--- src/rtl/cache_miss_ctrl_if.sv ---
// cache_miss_ctrl_if
// Bundles the handshake and data buses of the non-blocking cache miss controller.
//   upstream   : uvld_i/urdy_o beat with hit_i, we_i, flush_i, addr_i, plru_i
//   memory     : qvld_o/qrdy_i beat carrying qdat_o = {flush, way one-hot, id, addr}
//   completion : ack_i strobe with ack_id_i and ack_dat_i
//   downstream : dvld_o/drdy_i beat carrying ddat_o and daddr_o
//   status     : err_o sticky protocol error
// The slave modport is the controller; the master modport is its surroundings.
interface cache_miss_ctrl_if #(
  parameter int ADDR_WIDTH = 32,
  parameter int DATA_WIDTH = 32,
  parameter int NUM_WAYS   = 4,
  parameter int NUM_MSHR   = 4
);
  localparam int ID_W   = $clog2(NUM_MSHR);
  localparam int QDAT_W = 1 + NUM_WAYS + ID_W + ADDR_WIDTH;

  logic                  uvld_i;
  logic                  urdy_o;
  logic                  hit_i;
  logic                  we_i;
  logic                  flush_i;
  logic [ADDR_WIDTH-1:0] addr_i;
  logic [NUM_WAYS-2:0]   plru_i;

  logic                  qvld_o;
  logic                  qrdy_i;
  logic [QDAT_W-1:0]     qdat_o;

  logic                  ack_i;
  logic [ID_W-1:0]       ack_id_i;
  logic [DATA_WIDTH-1:0] ack_dat_i;

  logic                  dvld_o;
  logic                  drdy_i;
  logic [DATA_WIDTH-1:0] ddat_o;
  logic [ADDR_WIDTH-1:0] daddr_o;

  logic                  err_o;

  modport master (
    output uvld_i, hit_i, we_i, flush_i, addr_i, plru_i,
    output qrdy_i,
    output ack_i, ack_id_i, ack_dat_i,
    output drdy_i,
    input  urdy_o, qvld_o, qdat_o, dvld_o, ddat_o, daddr_o, err_o
  );

  modport slave (
    input  uvld_i, hit_i, we_i, flush_i, addr_i, plru_i,
    input  qrdy_i,
    input  ack_i, ack_id_i, ack_dat_i,
    input  drdy_i,
    output urdy_o, qvld_o, qdat_o, dvld_o, ddat_o, daddr_o, err_o
  );
endinterface

--- src/rtl/cache_miss_ctrl.sv ---
// cache_miss_ctrl
// Non-blocking miss controller holding up to NUM_MSHR outstanding line misses in
// a ring. Misses are allocated at the tail, issued to memory in allocation order,
// completed by out-of-order ID-tagged acks and retired from the head in
// allocation order. Flush entries retire silently once acked.
// Ports:
//   clk   : clock
//   reset : synchronous, active-high; discards all entries
//   bus   : cache_miss_ctrl_if slave modport (upstream, memory, ack, downstream, err)
module cache_miss_ctrl #(
  parameter int ADDR_WIDTH = 32,
  parameter int DATA_WIDTH = 32,
  parameter int NUM_WAYS   = 4,
  parameter int NUM_MSHR   = 4
) (
  input  logic                 clk,
  input  logic                 reset,
  cache_miss_ctrl_if.slave     bus
);
  localparam int ID_W  = $clog2(NUM_MSHR);
  localparam int WAY_W = $clog2(NUM_WAYS);

  localparam logic [ID_W:0]         FULL_COUNT = (ID_W+1)'(NUM_MSHR);
  localparam logic [WAY_W:0]        LEAF_BASE  = (WAY_W+1)'(NUM_WAYS - 1);
  localparam logic [NUM_WAYS-1:0]   WAY0_HOT   = NUM_WAYS'(1);

  typedef enum logic [1:0] {
    ST_FREE,
    ST_PEND,
    ST_WAIT,
    ST_DONE
  } entry_state_t;

  entry_state_t          state_q [NUM_MSHR];
  entry_state_t          state_d [NUM_MSHR];
  logic [ADDR_WIDTH-1:0] addr_q  [NUM_MSHR];
  logic                  flush_q [NUM_MSHR];
  logic [NUM_WAYS-1:0]   way_q   [NUM_MSHR];
  logic [DATA_WIDTH-1:0] data_q  [NUM_MSHR];

  logic [ID_W-1:0] tail_q;
  logic [ID_W-1:0] issue_q;
  logic [ID_W-1:0] head_q;
  logic [ID_W:0]   count_q;
  logic            err_q;

  logic urdy;
  logic alloc;
  logic qvld;
  logic issue;
  logic ack_ok;
  logic ack_bad;
  logic head_done;
  logic dvld;
  logic retire;

  logic [2*NUM_WAYS-1:0] plru_ext;
  logic [WAY_W:0]        node;
  logic [WAY_W:0]        leaf;
  logic [NUM_WAYS-1:0]   victim;

  // Ready depends only on registered occupancy, so a retire in the same cycle
  // never opens a slot early.
  assign urdy  = (count_q < FULL_COUNT);
  assign alloc = bus.uvld_i & urdy & ~bus.hit_i & ~bus.we_i;

  assign qvld  = (state_q[issue_q] == ST_PEND);
  assign issue = qvld & bus.qrdy_i;

  assign ack_ok  = bus.ack_i & (state_q[bus.ack_id_i] == ST_WAIT);
  assign ack_bad = bus.ack_i & (state_q[bus.ack_id_i] != ST_WAIT);

  // Flush entries have no downstream consumer, so they leave without a beat.
  assign head_done = (state_q[head_q] == ST_DONE);
  assign dvld      = head_done & ~flush_q[head_q];
  assign retire    = head_done & (flush_q[head_q] | bus.drdy_i);

  // The PLRU vector is zero-extended so the node index width matches the
  // vector exactly; only internal nodes are ever looked up.
  assign plru_ext = {{(NUM_WAYS+1){1'b0}}, bus.plru_i};

  // Tree walk: a 0 bit goes to child 2n+1, a 1 bit to child 2n+2. After
  // WAY_W levels the node sits in the leaf row, offset by NUM_WAYS-1.
  always_comb begin
    node = '0;
    for (int lvl = 0; lvl < WAY_W; lvl++) begin
      node = (node << 1) + {{WAY_W{1'b0}}, 1'b1} + {{WAY_W{1'b0}}, plru_ext[node]};
    end
    leaf   = node - LEAF_BASE;
    victim = WAY0_HOT << leaf[WAY_W-1:0];
  end

  // Entry lifecycle. The four transitions can never target the same entry in
  // one cycle: alloc needs FREE, issue PEND, ack WAIT and retire DONE.
  always_comb begin
    state_d = state_q;
    if (alloc)  state_d[tail_q]         = ST_PEND;
    if (issue)  state_d[issue_q]        = ST_WAIT;
    if (ack_ok) state_d[bus.ack_id_i]   = ST_DONE;
    if (retire) state_d[head_q]         = ST_FREE;
  end

  always_ff @(posedge clk) begin
    if (reset) begin
      for (int i = 0; i < NUM_MSHR; i++) begin
        state_q[i] <= ST_FREE;
      end
    end else begin
      state_q <= state_d;
    end
  end

  // Entry payload, ring pointers, occupancy and the sticky error flag.
  always_ff @(posedge clk) begin
    if (reset) begin
      for (int i = 0; i < NUM_MSHR; i++) begin
        addr_q[i]  <= '0;
        flush_q[i] <= 1'b0;
        way_q[i]   <= '0;
        data_q[i]  <= '0;
      end
      tail_q  <= '0;
      issue_q <= '0;
      head_q  <= '0;
      count_q <= '0;
      err_q   <= 1'b0;
    end else begin
      if (alloc) begin
        addr_q[tail_q]  <= bus.addr_i;
        flush_q[tail_q] <= bus.flush_i;
        way_q[tail_q]   <= victim;
        tail_q          <= tail_q + 1'b1;
      end
      if (issue) begin
        issue_q <= issue_q + 1'b1;
      end
      if (ack_ok) begin
        data_q[bus.ack_id_i] <= bus.ack_dat_i;
      end
      if (retire) begin
        head_q <= head_q + 1'b1;
      end
      if (ack_bad) begin
        err_q <= 1'b1;
      end
      count_q <= count_q + (ID_W+1)'(alloc) - (ID_W+1)'(retire);
    end
  end

  assign bus.urdy_o  = urdy;
  assign bus.qvld_o  = qvld;
  assign bus.qdat_o  = {flush_q[issue_q], way_q[issue_q], issue_q, addr_q[issue_q]};
  assign bus.dvld_o  = dvld;
  assign bus.ddat_o  = data_q[head_q];
  assign bus.daddr_o = addr_q[head_q];
  assign bus.err_o   = err_q;
endmodule

--- src/flat_wrapper.sv ---
// flat-port wrapper written by rule: the top's interface ports become plain ports
module cache_miss_ctrl_flat 
#(
  parameter int ADDR_WIDTH = 32,
  parameter int DATA_WIDTH = 32,
  parameter int NUM_WAYS   = 4,
  parameter int NUM_MSHR   = 4
)
  (clk, reset, bus_uvld_i, bus_hit_i, bus_we_i, bus_flush_i, bus_addr_i, bus_plru_i, bus_qrdy_i, bus_ack_i, bus_ack_id_i, bus_ack_dat_i, bus_drdy_i, bus_urdy_o, bus_qvld_o, bus_qdat_o, bus_dvld_o, bus_ddat_o, bus_daddr_o, bus_err_o);
  cache_miss_ctrl_if #(.ADDR_WIDTH(ADDR_WIDTH), .DATA_WIDTH(DATA_WIDTH), .NUM_WAYS(NUM_WAYS), .NUM_MSHR(NUM_MSHR)) bus_i ();
  input  logic clk;
  input  logic reset;
  input wire logic [$bits(bus_i.uvld_i)-1:0] bus_uvld_i;
  input wire logic [$bits(bus_i.hit_i)-1:0] bus_hit_i;
  input wire logic [$bits(bus_i.we_i)-1:0] bus_we_i;
  input wire logic [$bits(bus_i.flush_i)-1:0] bus_flush_i;
  input wire logic [$bits(bus_i.addr_i)-1:0] bus_addr_i;
  input wire logic [$bits(bus_i.plru_i)-1:0] bus_plru_i;
  input wire logic [$bits(bus_i.qrdy_i)-1:0] bus_qrdy_i;
  input wire logic [$bits(bus_i.ack_i)-1:0] bus_ack_i;
  input wire logic [$bits(bus_i.ack_id_i)-1:0] bus_ack_id_i;
  input wire logic [$bits(bus_i.ack_dat_i)-1:0] bus_ack_dat_i;
  input wire logic [$bits(bus_i.drdy_i)-1:0] bus_drdy_i;
  output wire logic [$bits(bus_i.urdy_o)-1:0] bus_urdy_o;
  output wire logic [$bits(bus_i.qvld_o)-1:0] bus_qvld_o;
  output wire logic [$bits(bus_i.qdat_o)-1:0] bus_qdat_o;
  output wire logic [$bits(bus_i.dvld_o)-1:0] bus_dvld_o;
  output wire logic [$bits(bus_i.ddat_o)-1:0] bus_ddat_o;
  output wire logic [$bits(bus_i.daddr_o)-1:0] bus_daddr_o;
  output wire logic [$bits(bus_i.err_o)-1:0] bus_err_o;
  assign bus_i.uvld_i = bus_uvld_i;
  assign bus_i.hit_i = bus_hit_i;
  assign bus_i.we_i = bus_we_i;
  assign bus_i.flush_i = bus_flush_i;
  assign bus_i.addr_i = bus_addr_i;
  assign bus_i.plru_i = bus_plru_i;
  assign bus_i.qrdy_i = bus_qrdy_i;
  assign bus_i.ack_i = bus_ack_i;
  assign bus_i.ack_id_i = bus_ack_id_i;
  assign bus_i.ack_dat_i = bus_ack_dat_i;
  assign bus_i.drdy_i = bus_drdy_i;
  assign bus_urdy_o = bus_i.urdy_o;
  assign bus_qvld_o = bus_i.qvld_o;
  assign bus_qdat_o = bus_i.qdat_o;
  assign bus_dvld_o = bus_i.dvld_o;
  assign bus_ddat_o = bus_i.ddat_o;
  assign bus_daddr_o = bus_i.daddr_o;
  assign bus_err_o = bus_i.err_o;
  cache_miss_ctrl #(.ADDR_WIDTH(ADDR_WIDTH), .DATA_WIDTH(DATA_WIDTH), .NUM_WAYS(NUM_WAYS), .NUM_MSHR(NUM_MSHR)) u_core (.clk(clk), .reset(reset), .bus(bus_i));
endmodule
--- config.mk ---
export PLATFORM = sky130hd
export DESIGN_NAME = cache_miss_ctrl_flat
export DESIGN_NICKNAME = d
export VERILOG_FILES = /design/src/rtl/cache_miss_ctrl_if.sv /design/src/rtl/cache_miss_ctrl.sv /design/src/flat_wrapper.sv
export SDC_FILE = /design/constraint.sdc
export NUM_CORES = 1
export LEC_CHECK = 0
export ABC_AREA = 1
export CORE_MARGIN = 2
export CORE_UTILIZATION = 43
export DETAILED_ROUTE_END_ITERATION = 8
export GPL_TIMING_DRIVEN = 0
export HOLD_SLACK_MARGIN = 0.03
export SETUP_SLACK_MARGIN = 0.3
export SYNTH_ARGS = -nofsm -noshare
export SYNTH_HDL_FRONTEND = slang
export SYNTH_SLANG_ARGS = --single-unit
--- constraint.sdc ---
create_clock -name clk -period 7 [get_ports clk]
set_clock_uncertainty 0.2 [all_clocks]
set_input_delay 2.1 -clock clk [delete_from_list [all_inputs] [get_ports clk]]
set_output_delay 2.1 -clock clk [all_outputs]
set_load 0.01 [all_outputs]
==> results of run 1 <==
==> worst paths after layout <==
kind	start	to	slack (ps)	cells past startpoint
min	u_core.bus.err_o$_SDFFE_PP0P_	u_core.bus.err_o$_SDFFE_PP0P_	270	2
min reg2reg	u_core.bus.err_o$_SDFFE_PP0P_	u_core.bus.err_o$_SDFFE_PP0P_	270	2
max	flop	bus_daddr_o[29]	1150	6
max reg2reg	flop	u_core.count_q[2]$_SDFF_PP0_	3710	14
==> cell families after synthesis <==
| family | Yosys count |
|---|---|
| simple gates | 589 |
| fa+ha+maj | 15 |
| buf+inv | 203 |
| xor+xnor | 1 |
| compound gates | 328 |
| flops | 298 |
==> area by class of cell <==
cell class | instances | share of cell area, %
Buffer | 95 | 2.38
Clock buffer | 41 | 5.12
Clock inverter | 18 | 0.789
Inverter | 108 | 2.28
Multi-Input combinational cell | 933 | 26.1
Sequential cell | 298 | 49.2
Tap cell | 442 | 3.11
Timing Repair Buffer | 190 | 11.1
==> power breakdown <==
group	switching (mW)	total (mW)	internal, mW	leakage [nW]
sequential	0.0310	2.04	2.01	3.03
combinational	0.318	0.546	0.228	3.58
clock	0.700	1.70	0.996	0.512
==> flip-flops by register name (all words and copies together), names as in the netlist, named ones only <==
signal / count
u_core.data_q: 128
u_core.issue_q: 2
u_core.head_q: 2
u_core.tail_q: 2
u_core.flush_q: 4
u_core.addr_q: 128
u_core.way_q: 16
u_core.bus.err_o: 1
u_core.state_q: 8
u_core.count_q: 3
==> through the flow <==
stage | utilization, % | setup TNS, ps
floorplan | - | 0
global placement | 51.0 | -77650
detailed placement | 51.5 | 0
CTS | 54.7 | 0
global route | 54.7 | 0
finish | 54.7 | 0
==> layer usage <==
metal / vias up / wire (µm) / share of wire (%) / track usage (%)
li1: 5361 / - / - / -
met1: 5437 / 17300 / 41 / 32.8
met2: 528 / 20000 / 48 / 40.4
met3: 81 / 3510 / 8.4 / 4.11
met4: 2 / 1070 / 2.6 / 7.97
met5: - / 4 / 0.0096 / 0
==> worst min-delay path, delay by kind of cell (launching register included) <==
| family | cells | cell delay [ps] |
|---|---|---|
| compound gates | 1 | 40 |
| simple gates | 1 | 70 |
| flops | 1 | 320 |
==> cell usage in the layout (no fill, tap or decap), types with 23 or more instances in the layout <==
cell / count
nand2_1: 45
clkdlybuf4s50_1: 183
edfxtp_1: 276
nand2_4: 30
nand3_1: 23
clkbuf_1: 80
inv_1: 104
clkbuf_16: 35
nor2_1: 437
o21ai_0: 211
nor2_2: 31
o22ai_1: 101
==> impl_metrics.yaml, run 1 <==
synthesis:
  synth_mux_area_share_pct: 0
  synthAdderAreaFrac_pct: 1.38
  synth_most_common_cell: "nor2_1"
  synth_edf_count: 276
  synth_top_area_share_pct: 58.5
  syn_inst: 1434
  ys_seq_area_share_pct: 61.6
  yosys.cell_types.count: 29
  synth_area_leaders: "edfxtp_1 (59%), nor2_1 (12%), o21ai_0 (7.5%)"
  yosys.area_share.simple_pct: 18.5
  syn_avg_cell_area_um2: 9.87
  synth_commonest_cells: "nor2_1 (437), edfxtp_1 (276), o21ai_0 (211)"
  ys.warnings.count: 0
  syn_nets: 1527
  async_reset_ff_share_pct: 0
  yosys.area.top_type: "edfxtp_1"
  ys_seq_elements: 298
  syn_area_um2: 14200
  synth_compound_area_share_pct: 12.6
  synth_flop_cell: "edfxtp_1"
  synth_xor_area_share_pct: 0.0619
  synth_top_family_by_area: "simple AND/OR/NAND/NOR gates"
cells_and_area:
  nNetsFinal: 1753
  instances_no_fill: 2125
  fill_cells: 2857
  multi_input_area_um2: 4630
  fin_area_um2: 17800
  layout-drive-gt1-share_pct: 8.91
  synthToLayoutAreaGrowth_pct: 25.4
  antennaDiodeCount: 0
  seqCellArea_um2: 8730
floorplanning:
  die_w_um: 185
  die_h_um: 185
  die_area_um2: 34400
  pin_count: 185
  rows: 66
  start_util_pct: 43.6
  fp.coreArea_um2: 32500
job:
  drv_cap: 0
outcome:
  outcome: "complete, no violations"
grt:
  grt_pass1_vias: 11200
  grt_antenna_before_repair: 1
  grt_pass1_wl_um: 63500
  gr-total-overflow: 0
  grt_usage_pct: 24.4
  grt_max_degree: 33
critical_path:
  crit_arrival_ps: 3550
  cp_common_cell: "clkbuf_1"
  path_buf_inv: 4
  path_delay_family: "buffers and inverters"
  max_stage_delay_ps: 610
  crit_slowest_cell: "clkdlybuf4s50_1"
  cp-end-kind: "output pin"
  worst_ep_required_time_ps: 4700
  path_class: "reg2out"
  critical_path.cell_chain: "buf_2 -> clkbuf_1 -> clkbuf_1 -> nor2_1 -> o22ai_1 -> clkdlybuf4s50_1"
  startpoint_type: "flop"
  critPathMaxFanout: 10
cts:
  hold_buffers: 0
  cts_buffers: 34
  insertion_delay_ps: 500
  clockBufferDepth: 3
  root_buffer: "clkbuf_16"
  htree_levels: 2
  clk_pin_slew_ps: 50
  cts_resized: 0
  cts_setup_buffers: 0
  cts_tree: "built"
  clock_sinks: 298
routing:
  dr.first_iter.drc_count: 1174
  via_count: 11400
  ant_nets: 0
  wl_um: 41900
  vias_per_cell: 5.37
  first_pass_iters: 6
  drc: 0
  avgRoutedWirePerCell_um: 19.7
timing:
  timing.slew.headroom_pct: 28.5
  maxSlewViolCount: 0
  whs_ps: 270
  fin_crit_sh_pct: 83.6
  hold_violations: 0
  tightest_slew_ps: 1070
  worst_slack_ps: 1150
  rsz0062_at_grt: "no"
  fmax_mhz: 171
  setup_viol: 0
  period_needed_ps: 5850
power_and_ir_drop:
  vdd_ir_drop_max_mv: 0.184
  powerDensity_nw_per_um2: 241
  p_leak_nw: 7.12
  finalPower_mw: 4.29
placement:
  dp.final_hpwl_um: 27700
  portBuffers: 183
  post-place-cells: 2066
  dp_slack_ps: 1720
  gp_congestion: 0.819
  dpl_cell_area_um2: 16700
hold_path:
  hold_class: "reg2reg"
Power figures use the tool's default switching activity.
==> inputs of run 2 (changes only) <==
--- a/config.mk
+++ b/config.mk
@@ -11,6 +11,7 @@
 export DETAILED_ROUTE_END_ITERATION = 8
 export GPL_TIMING_DRIVEN = 0
 export HOLD_SLACK_MARGIN = 0.03
+export PLACE_DENSITY = 0.67
 export SETUP_SLACK_MARGIN = 0.3
 export SYNTH_ARGS = -nofsm -noshare
 export SYNTH_HDL_FRONTEND = slang
==> constraint.sdc (replaced) <==
create_clock -name clk -period 5.2 [get_ports clk]
set_clock_uncertainty 0.2 [all_clocks]
set_input_delay 1.56 -clock clk [delete_from_list [all_inputs] [get_ports clk]]
set_output_delay 1.56 -clock clk [all_outputs]
set_load 0.01 [all_outputs]
==> run 2 against run 1 <==
Compared with the run above: combinational power increased by 34%; sequential power grew 35%; setup slack lost 780 ps; total power grew 35%; via count is 1.3% higher; final area rose by 0.11%.
==> impl_metrics.yaml, run 2 (synthesis results as in run 1) <==
timing:
  period_needed_ps: 4830
  rsz0062_at_grt: "no"
  setup_viol: 0
  whs_ps: 274
  maxSlewViolCount: 0
  hold_violations: 0
  fin_crit_sh_pct: 92.9
  timing.slew.headroom_pct: 37.4
  tightest_slew_ps: 936
  fmax_mhz: 207
cts:
  insertion_delay_ps: 570
  cts_tree: "built"
  clock_sinks: 298
  cts_buffers: 31
  root_buffer: "clkbuf_16"
  clk_pin_slew_ps: 60
  htree_levels: 1
  hold_buffers: 0
  clockBufferDepth: 3
cells_and_area:
  synthToLayoutAreaGrowth_pct: 25.5
  layout_common_cells: "nor2_1 (437), edfxtp_1 (276), o21ai_0 (211)"
  fin_area_um2: 17800
  utilization_pct: 54.8
  layout-drive-gt1-share_pct: 9.95
  nNetsFinal: 1748
  antennaDiodeCount: 0
  top_regs: "u_core.addr_q: 128 flops, u_core.data_q: 128 flops, u_core.way_q: 16 flops"
  final_common_cell: "nor2_1"
  fill_cells: 2833
grt:
  grt_pass1_wl_um: 62700
  grt_usage_pct: 23.9
  grt_pass1_vias: 11300
  gr-total-overflow: 0
  grt_antenna_before_repair: 1
  grt_max_degree: 33
critical_path:
  worst_ep_required_time_ps: 3440
  path_class: "reg2out"
  crit_arrival_ps: 3070
  critPathMaxFanout: 10
  startpoint_type: "flop"
  cp-end-kind: "output pin"
placement:
  dp.final_hpwl_um: 27400
  dpl_cell_area_um2: 16700
  portBuffers: 183
  gp_congestion: 0.860
power_and_ir_drop:
  pwr-share-clk_pct: 40.0
  power_switching_mw: 1.39
  powerDensity_nw_per_um2: 327
  seq_power_share_pct: 47.4
  intPower_mw: 4.41
  p_leak_nw: 7.16
  p_comb_share_pct: 12.6
  vdd_ir_drop_max_mv: 0.252
  netSwitchingFraction_pct: 24.0
floorplanning:
  start_util_pct: 43.6
  rows: 66
  pin_count: 185
  die_h_um: 185
  die_w_um: 185
  fp.coreArea_um2: 32500
  die_area_um2: 34400
routing:
  first_pass_iters: 5
  drt-met1-wl_um: 16500
  drc: 0
  avgRoutedWirePerCell_um: 19.5
  wl_met3_um: 3940
  wl_um: 41300
  via_count: 11600
  dr.first_iter.drc_count: 1108
  top_layer_used: "met5"
  vias_per_cell: 5.45
  wl_met2_um: 20000
  ant_nets: 0
outcome:
  outcome: "complete, no violations"
job:
  drv_cap: 0
hold_path:
  hold_class: "reg2reg"
run 2: repair_timing:
action,4_1_cts,5_1_grt
resized for setup,10,17
endpoints found under the setup margin,40,40
setup buffers,0,0
run 2: layout make-up:
class	count	area, µm²	share of cell area [%]
Tap cell	442	553	3.11
Sequential cell	298	8730	49.1
Clock inverter	14	203	1.14
Multi-Input combinational cell	933	4640	26.1
Buffer	95	449	2.53
Inverter	108	405	2.28
Timing Repair Buffer	188	1930	10.9
Clock buffer	43	861	4.84
run 2: metrics by stage:
step	std cells	setup WS [ps]	setup TNS, ps	power [mW]
after global routing	2121	338	0	5.98
after global placement	2059	-1150	-83790	3.51
final	2121	368	0	5.81
after floorplan	1434	915	0	3.12
after CTS	2121	281	0	5.83
after detailed placement	2064	496	0	3.53
run 2: worst paths after layout:
kind                                                      end                           from  cells after the start  slack, ps
worst max-delay path                          bus_daddr_o[29]                           flop                      6        370
worst min-delay path            u_core.bus.err_o$_SDFFE_PP0P_  u_core.bus.err_o$_SDFFE_PP0P_                      2        270
worst max register to register   u_core.count_q[2]$_SDFF_PP0_                           flop                     14       1990
worst min register to register  u_core.bus.err_o$_SDFFE_PP0P_  u_core.bus.err_o$_SDFFE_PP0P_                      2        270
run 2: worst max-delay path, stage by stage (launching register included):
cell and delay [ps]:
dfxtp_1 540, clkbuf_4 340, clkbuf_2 310, clkbuf_2 340, nor2_1 110, o22ai_1 260, clkdlybuf4s50_1 600
run 2: power groups by stage:
stage	Sequential, mW	Combinational [mW]	Clock (mW)
2_1_floorplan	2.79	0.326	0
3_3_place_gp	2.80	0.705	0
3_5_place_dp	2.80	0.726	0
4_1_cts	2.75	0.729	2.35
5_1_grt	2.76	0.788	2.43
6_report	2.75	0.733	2.32
run 2: per-layer routing:
| metal | vias up | track usage (%) |
|---|---|---|
| li1 | 5346 | - |
| met1 | 5528 | 31.3 |
| met2 | 602 | 40.4 |
| met3 | 81 | 4.54 |
| met4 | 2 | 6.83 |
| met5 | - | 0 |
